$ cat src/rtl/fetch_ctrl_pkg.sv
// fetch_ctrl_pkg: shared fetch-controller constants and state encoding
//   FC_RESET_PC : default first fetch address after reset
//   fc_state_e  : fetch FSM states
package fetch_ctrl_pkg;
    localparam logic [31:0] FC_RESET_PC = 32'h0000_3000;
    typedef enum logic [1:0] {FC_IDLE, FC_REQ, FC_HOLD, FC_DRAIN} fc_state_e;
endpackage

$ cat src/rtl/fetch_ctrl_skid.sv
// fetch_ctrl_skid: one-entry hold register for a word that arrives while the F buffer is full
//   clk, reset : clock, asynchronous active-high reset
//   i_load     : capture i_data this cycle
//   i_data     : incoming instruction word
//   o_data     : held instruction word
module fetch_ctrl_skid (
    input  logic        clk,
    input  logic        reset,
    input  logic        i_load,
    input  logic [31:0] i_data,
    output logic [31:0] o_data
);
    logic [31:0] r_data;
    always_ff @(posedge clk or posedge reset) begin
        if (reset) r_data <= '0;
        else if (i_load) r_data <= i_data;
    end
    assign o_data = r_data;
endmodule

$ cat src/rtl/fetch_ctrl.sv
// fetch_ctrl: instruction fetch controller with one-entry F buffer, skid hold and delay-slot redirect
//   clk, reset              : clock, asynchronous active-high reset
//   FC_stall_D_i            : decode stalled, F buffer not consumed
//   FC_redirect_D_i         : taken branch/jump in D (only with stall low)
//   FC_target_D_i           : redirect target
//   FC_req_F_o, FC_addr_F_o : instruction-memory read request/address
//   FC_ack_F_i, FC_rdata_F_i: instruction-memory response
//   FC_valid_F_o, FC_instr_F_o, FC_pc_F_o : F buffer towards the F/D register
module fetch_ctrl
    import fetch_ctrl_pkg::*;
#(
    parameter logic [31:0] RESET_PC = FC_RESET_PC
) (
    input  logic        clk,
    input  logic        reset,
    input  logic        FC_stall_D_i,
    input  logic        FC_redirect_D_i,
    input  logic [31:0] FC_target_D_i,
    output logic        FC_req_F_o,
    output logic [31:0] FC_addr_F_o,
    input  logic        FC_ack_F_i,
    input  logic [31:0] FC_rdata_F_i,
    output logic        FC_valid_F_o,
    output logic [31:0] FC_instr_F_o,
    output logic [31:0] FC_pc_F_o
);
    fc_state_e   r_state, w_state_next;
    logic [31:0] r_pc, r_target, r_instr, r_pc_buf, w_hold_data, w_pc_seq;
    logic        r_valid, r_slot_pend;
    logic        w_consume, w_free, w_redir_full, w_redir_empty, w_ack_req;
    logic        w_load_req, w_load_hold, w_hold_load;

    assign w_consume     = r_valid && !FC_stall_D_i;
    assign w_free        = !r_valid || w_consume;
    assign w_redir_full  = FC_redirect_D_i && r_valid;
    assign w_redir_empty = FC_redirect_D_i && !r_valid;
    assign w_ack_req     = (r_state == FC_REQ) && FC_ack_F_i;
    // a pending delay slot means the word after it comes from the saved target
    assign w_pc_seq      = r_slot_pend ? r_target : r_pc + 32'd4;
    // a redirect with a valid buffer kills whatever word arrives alongside it
    assign w_load_req    = w_ack_req && w_free && !w_redir_full;
    assign w_load_hold   = (r_state == FC_HOLD) && w_consume && !FC_redirect_D_i;
    assign w_hold_load   = w_ack_req && !w_free;

    fetch_ctrl_skid u_skid (
        .clk    (clk),
        .reset  (reset),
        .i_load (w_hold_load),
        .i_data (FC_rdata_F_i),
        .o_data (w_hold_data)
    );

    always_ff @(posedge clk or posedge reset) begin
        if (reset) r_state <= FC_IDLE;
        else r_state <= w_state_next;
    end

    always_comb begin
        w_state_next = r_state;
        case (r_state)
            FC_IDLE:  w_state_next = FC_REQ;
            FC_REQ:   w_state_next = (w_redir_full && !FC_ack_F_i) ? FC_DRAIN :
                                     (FC_ack_F_i && !w_free) ? FC_HOLD : FC_REQ;
            FC_HOLD:  w_state_next = w_consume ? FC_REQ : FC_HOLD;
            FC_DRAIN: w_state_next = FC_ack_F_i ? FC_REQ : FC_DRAIN;
            default:  w_state_next = FC_IDLE;
        endcase
    end

    always_comb begin
        FC_req_F_o = (r_state == FC_REQ) || (r_state == FC_DRAIN);
    end

    // DRAIN keeps the old address on the bus until its ack, ignoring further redirects
    always_ff @(posedge clk or posedge reset) begin
        if (reset) begin
            r_pc        <= RESET_PC;
            r_target    <= '0;
            r_slot_pend <= 1'b0;
        end else if (r_state == FC_DRAIN) begin
            if (FC_ack_F_i) r_pc <= r_target;
        end else if (w_redir_full) begin
            r_slot_pend <= 1'b0;
            if (r_state == FC_REQ && !FC_ack_F_i) r_target <= FC_target_D_i;
            else r_pc <= FC_target_D_i;
        end else if (w_redir_empty) begin
            if (w_ack_req) begin
                r_pc <= FC_target_D_i;
            end else begin
                r_target    <= FC_target_D_i;
                r_slot_pend <= 1'b1;
            end
        end else if (w_load_req || w_load_hold) begin
            r_pc        <= w_pc_seq;
            r_slot_pend <= 1'b0;
        end
    end

    always_ff @(posedge clk or posedge reset) begin
        if (reset) begin
            r_valid  <= 1'b0;
            r_instr  <= '0;
            r_pc_buf <= '0;
        end else if (w_load_req) begin
            r_valid  <= 1'b1;
            r_instr  <= FC_rdata_F_i;
            r_pc_buf <= r_pc;
        end else if (w_load_hold) begin
            r_valid  <= 1'b1;
            r_instr  <= w_hold_data;
            r_pc_buf <= r_pc;
        end else if (w_consume) begin
            r_valid  <= 1'b0;
        end
    end

    assign FC_addr_F_o  = r_pc;
    assign FC_valid_F_o = r_valid;
    assign FC_instr_F_o = r_instr;
    assign FC_pc_F_o    = r_pc_buf;
endmodule

$ cat config.mk
export PLATFORM = sky130hd
export DESIGN_NAME = fetch_ctrl
export DESIGN_NICKNAME = d
export VERILOG_FILES = /design/src/rtl/fetch_ctrl_pkg.sv /design/src/rtl/fetch_ctrl_skid.sv /design/src/rtl/fetch_ctrl.sv
export SDC_FILE = /design/constraint.sdc
export NUM_CORES = 1
export LEC_CHECK = 0
export BUFFER_PORTS_ARGS = -buffer_cell sky130_fd_sc_hd__buf_2
export CORE_ASPECT_RATIO = 0.7
export CORE_MARGIN = 2
export CORE_UTILIZATION = 50
export DETAILED_ROUTE_END_ITERATION = 7
export PLACE_DENSITY = 0.83
export SYNTH_ARGS = -nofsm -noshare
export SYNTH_HDL_FRONTEND = slang
export SYNTH_HIERARCHICAL = 1
export SYNTH_SLANG_ARGS = --single-unit
$ cat constraint.sdc
create_clock -name clk -period 3.65 [get_ports clk]
set_clock_uncertainty 0.05 [all_clocks]
set_input_delay 0.365 -clock clk [delete_from_list [all_inputs] [get_ports clk]]
set_output_delay 0.365 -clock clk [all_outputs]
set_load 0.02 [all_outputs]
; Yosys cells after proc, flatten, opt, wreduce, memory -nomap -nowiden
; Cells that the tools add are included.
[word_totals]
regBits = 164
inputBits = 69
out_inout_bits = 98
elab_cells = 77
[classes]
add_sub_neg = 1
n_eq_ne = 9
n_mux = 28
n_bitwise = 1
n_reduce_logical = 30
[op_table]
columns = op, count
row1 = 2-to-1 mux 32 bit, 16
row2 = adder 32 x 3 -> 32 bit (second input constant), 1
row3 = logical AND 1 bit, 12
row4 = 2-to-1 mux 2 bit, 4
row5 = one-hot mux 2 bit (4 select lines), 1
row6 = AND reduction 4 bit, 2
row7 = 2-to-1 mux 1 bit, 7
row8 = zero test 1 bit, 6
row9 = inequality test 3 bit (second input constant), 2
row10 = nonzero test 3 bit, 2
row11 = equality test 2 bit (second input constant), 2
row12 = inequality test 2 bit (second input constant), 2
row13 = inequality test 4 x 2 -> 1 bit (second input constant), 1
row14 = nonzero test 2 bit, 2
row15 = nonzero test 4 bit, 1
row16 = logical OR 1 bit, 3
row17 = AND reduction 3 bit, 1
row18 = equality test 2 x 1 -> 1 bit (second input constant), 1
row19 = zero test 2 bit, 1
row20 = inequality test 2 x 1 -> 1 bit (second input constant), 1
row21 = inverter 1 bit, 1

; Depth between registers and ports, before layout
[logic_depth]
word_depth = 10
depth_mapped = 9
depth_no_buf = 6

; Cells and area by module
; The synthesis kept the hierarchy.
[by_module_without_submodules]
columns = mod, n_inst, cells_per_inst, area_per_inst_um2
row1 = fetch_ctrl, 1, 664, 6784.0
row2 = fetch_ctrl_skid, 1, 69, 1348.8

; Least setup slack after synthesis
; Ideal clock, no wire load.
[synth_path]
path_kind = register -> register
from = register r_pc[15], in the netlist FC_addr_F_o[15]
to = register r_pc[31], in the netlist FC_addr_F_o[31]
setup_time_ns = 0.136
t_arrival_ns = 1.821
setup_slack_ns = 1.643
path_stages_with_launch = 8
path_buffers = 2
path_cell_list = dfrtp_1 > buf_2 > and4_1 > clkbuf_4 > nand2_1 > or4_4 > o31ai_2 > o211ai_1
[synth_via]
elab_chain_len = 6
[synth_lines]
columns = item, line
row1 = from (decl), fetch_ctrl.sv:28  ; logic [31:0] r_pc, r_target, r_instr, r_pc_buf, w_hold_data, w_pc_seq;
row2 = from (signal assigned), fetch_ctrl.sv:81  ; if (FC_ack_F_i) r_pc <= r_target;
row3 = from (signal assigned), fetch_ctrl.sv:85  ; else r_pc <= FC_target_D_i;
row4 = from (signal assigned), fetch_ctrl.sv:88  ; r_pc <= FC_target_D_i;
row5 = adder 32 x 3 -> 32 bit, fetch_ctrl.sv:39  ; assign w_pc_seq = r_slot_pend ? r_target : r_pc + 32'd4;
row6 = 2-to-1 mux 32 bit, fetch_ctrl.sv:39
row7 = 2-to-1 mux 32 bit, fetch_ctrl.sv:93  ; end else if (w_load_req || w_load_hold) begin
row8 = 2-to-1 mux 32 bit, fetch_ctrl.sv:86  ; end else if (w_redir_empty) begin
row9 = 2-to-1 mux 32 bit, fetch_ctrl.sv:82  ; end else if (w_redir_full) begin
row10 = 2-to-1 mux 32 bit, fetch_ctrl.sv:80  ; end else if (r_state == FC_DRAIN) begin
; Every way passes these cells. The select of a mux whose other input is x is not followed.
; A chain may end at the register's enable or synchronous reset.

; Worst setup path after layout
[layout_path]
from = register r_state[1]
to = register r_pc[27], in the netlist FC_addr_F_o[27]
[layout_via]
elab_chain_len = 7
elab_cells_between_ends = 16
classes_between = eq/ne (6) / mux (1) / reduce/logical (9)
[layout_lines]
columns = item, line
row1 = from (decl), fetch_ctrl.sv:27  ; fc_state_e r_state, w_state_next;
row2 = from (signal assigned), fetch_ctrl.sv:55  ; else r_state <= w_state_next;
row3 = equality test 2 x 1 -> 1 bit, "fetch_ctrl.sv:37, fetch_ctrl.sv:84"
row4 = logical AND 1 bit, fetch_ctrl.sv:37  ; assign w_ack_req = (r_state == FC_REQ) && FC_ack_F_i;
row5 = logical AND 1 bit (2 in series), fetch_ctrl.sv:41  ; assign w_load_req = w_ack_req && w_free && !w_redir_full;
row6 = logical OR 1 bit, fetch_ctrl.sv:93
row7 = nonzero test 4 bit (no source line), n/a
row8 = AND reduction 4 bit (no source line), n/a
row9 = to (signal assigned), fetch_ctrl.sv:85
row10 = to (signal assigned), fetch_ctrl.sv:88
row11 = to (signal assigned), fetch_ctrl.sv:94  ; r_pc <= w_pc_seq;
; Several ways; a longest one is shown, not always the timed one.

==> flow_summary.toml <==
[outcome]
outcome = "complete, no violations"

[synthesis]
synth_nets = 803
synthTopCellsByCount = "162 x dfrtp_1, 109 x nand2_1, 64 x mux2_2"
async_flop_share_pct = 100.0
synth_cells = 733
synth_seq_cells = 164
synth-main-ff-cell = "dfrtp_1"
yosysSeqAreaShare_pct = 50.49
yosys_warnings = 6
yosysMostFrequentCell = "dfrtp_1"
synth_top_area_share_pct = 49.85
synth_edf_count = 0
avgSynthCellArea_um2 = 11.10
synth_cell_types = 87
yosysTopAreaCell = "dfrtp_1"
syn-cell-area_mm2 = 0.008133
yosys-top-cells-area = "dfrtp_1 50%, mux2_2 8.9%, mux2_4 5.5%, nand2_1 5.0%, a22oi_1 3.2%"

[critical_path]
worstPathArrival_ns = 2.84
timing.critical_path.buf_inv = 0
cp_max_fo = 26
worst-setup-path-type = "flop to flop"
critical_path.cell_chain = "nor2b_1, o211a_1, o221ai_1, a32o_1, a31oi_1"
start_kind = "flop"
slowest_delay_ns = 0.81
crit_slowest_cell = "o211a_1"
critPathTopFamily = "compound AO/OA/AOI/OAI gates"
worstPathRequired_ns = 3.94
setup.worst_path.end_class = "flop"

[placement]
place_congestion = 0.9415
portBuffers = 166
dp_hpwl_mm = 14.40

[power]
ir_worst_vdd_mv = 0.4389
p_leak_nw = 4.399
powerDensity_mw_per_mm2 = 961.2
p_total_mw = 9.199

[global_route]
overflow = 0
grtUsageTotal_pct = 25.07
grt_pass1_vias = 6425
grt_max_degree = 71
grt_pass1_wl_mm = 34.24
antenna_found_initial = 4

[sta]
setup_tns_ns = 0
worst_pin_slew_ns = 0.9451
min_period_ns = 2.553
maxSlewHeadroom_pct = 36.42
setup_viol = 0
hold_viol_final = 0
fmax_ghz = 0.3917
finalCritPeriodShare_pct = 69.94
rsz0062_at_grt = "false"
slew_violations = 0

[clocking]
clock_latency_ns = 0.42
cts_hold_buf = 0
cts_tree = "yes"
cts.sinks = 164
clkTransAtPathRegs_ns = 0.07
htreeDepth = 4
cts_buffers = 17
cts_root_buf = "clkbuf_16"
cts_buffer_depth = 2
cts_resized = 0
post_cts_buffers = 0

[detailed_routing]
drc = 0
via_per_inst = 6.103
wl_met3_mm = 2.197
met2_length_mm = 9.007
first_pass_iters = 5
ant_nets = 0
first_iter_violations = 723
met1Wirelength_mm = 9.657
routed.top_layer = "met5"
vias = 6665
wirelength_mm = 21.22
avgRoutedWirePerCell_um = 19.43

[flow_run]
maxCapViolations = 0

[cells_and_area]
areaGrowthSynthToFinish_pct = 17.68
final_layout_size_suffix_gt1_share_pct = 37.46
nFillCells = 1288
nets = 946
multi_input_area_mm2 = 0.003657
seq_area_mm2 = 0.004106

[die]
core_area_mm2 = 0.01569
start_util_pct = 51.83
pin_count = 167
die_h_um = 110.7
die_w_um = 156.4
rows = 38
dieArea_mm2 = 0.01732

[min_path]
min_path_type = "input pin to asynchronous set/reset pin"
==> cell families (layout without fill, tap and decap cells) <==
kind of cell	Yosys count	after routing	synth area share, %
xor+xnor	4	4	0.4308
compound gates	182	182	15.68
flops	164	164	50.49
mux	96	96	14.65
other cells	0	3	0
fa+ha+maj	1	1	0.1538
buf+inv	63	219	4.769
simple gates	223	223	13.83
==> routing by layer <==
layer	track usage, %	vias up
met3	7.271	41
li1	-	2996
met4	7.217	2
met2	35.57	363
met1	37.32	3263
met5	0	-
==> stage by stage <==
| step | cell area, um^2 | utilization (%) | setup WS [ns] | instances | hold WS, ns |
|---|---|---|---|---|---|
| floorplan | 8137 | - | 1.599 | 733 | 0.4081 |
| global placement | 8992 | 57.31 | 1.087 | 1057 | 0.4042 |
| detailed placement | 8992 | 57.31 | 1.030 | 1057 | 0.4069 |
| CTS | 9563 | 60.95 | 1.175 | 1089 | 0.009100 |
| global route | 9565 | 60.96 | 0.9529 | 1090 | 0.04651 |
| finish | 9570 | 61.00 | 1.097 | 1092 | 0.008744 |
==> final cells by class <==
type	count	area share (%)
flip-flops and latches	164	42.91
multi-input cells	506	38.21
well taps	200	2.615
clock inverters	11	0.9413
diodes	3	0.07844
clock buffers	21	5.020
repair buffers	180	9.910
inverters	7	0.3138
==> flip-flops by register name, indices dropped and copies added, names as in the netlist <==
| register | count |
|---|---|
| r_slot_pend | 1 |
| FC_instr_F_o | 32 |
| FC_pc_F_o | 32 |
| u_skid/o_data | 32 |
| FC_addr_F_o | 32 |
| r_state | 2 |
| FC_valid_F_o | 1 |
| r_target | 32 |
==> final timing paths <==
path	to	from	slack, ns	depth (start not counted)
max in group asynchronous	FC_addr_F_o[13]	reset	2.60	3
min reg2reg	FC_instr_F_o[12]	FC_instr_F_o[12]	0.42	2
max reg2reg	FC_addr_F_o[27]	r_state[1]	1.10	5
max	FC_addr_F_o[27]	r_state[1]	1.10	5
min	u_skid/o_data[19]	reset	0.009	3
min in group clk	FC_instr_F_o[12]	FC_rdata_F_i[12]	0.13	3
==> tightest hold or removal path, delay by kind of cell <==
family	cells	cell delay, ns
buffers and inverters	3	0.54
==> power by group <==
part           internal, mW  total [mW]  switching (mW)
registers              2.73        3.57           0.844
logic                  1.67        3.90            2.23
clock network         0.958        1.72           0.767
==> layout by cell type (no fill, tap or decap), types with 5 or more instances in the layout <==
| cell type | n |
|---|---|
| buf_4 | 13 |
| mux2_2 | 64 |
| inv_1 | 5 |
| a21oi_1 | 40 |
| a22oi_1 | 35 |
| inv_6 | 5 |
| nor2_1 | 23 |
| o22ai_1 | 5 |
| nand2_1 | 108 |
| o21ai_0 | 27 |
| nor3_1 | 11 |
| dfrtp_1 | 162 |
| buf_2 | 166 |
| a2bb2oi_1 | 5 |
| o211ai_1 | 6 |
| o221ai_1 | 7 |
| nand3_1 | 20 |
| clkinvlp_4 | 5 |
| clkbuf_16 | 17 |
| a221oi_1 | 6 |
| and4_1 | 5 |
| mux2_4 | 30 |
| nand4_1 | 11 |
| and3_1 | 6 |
(Power assumes the default switching activity.)
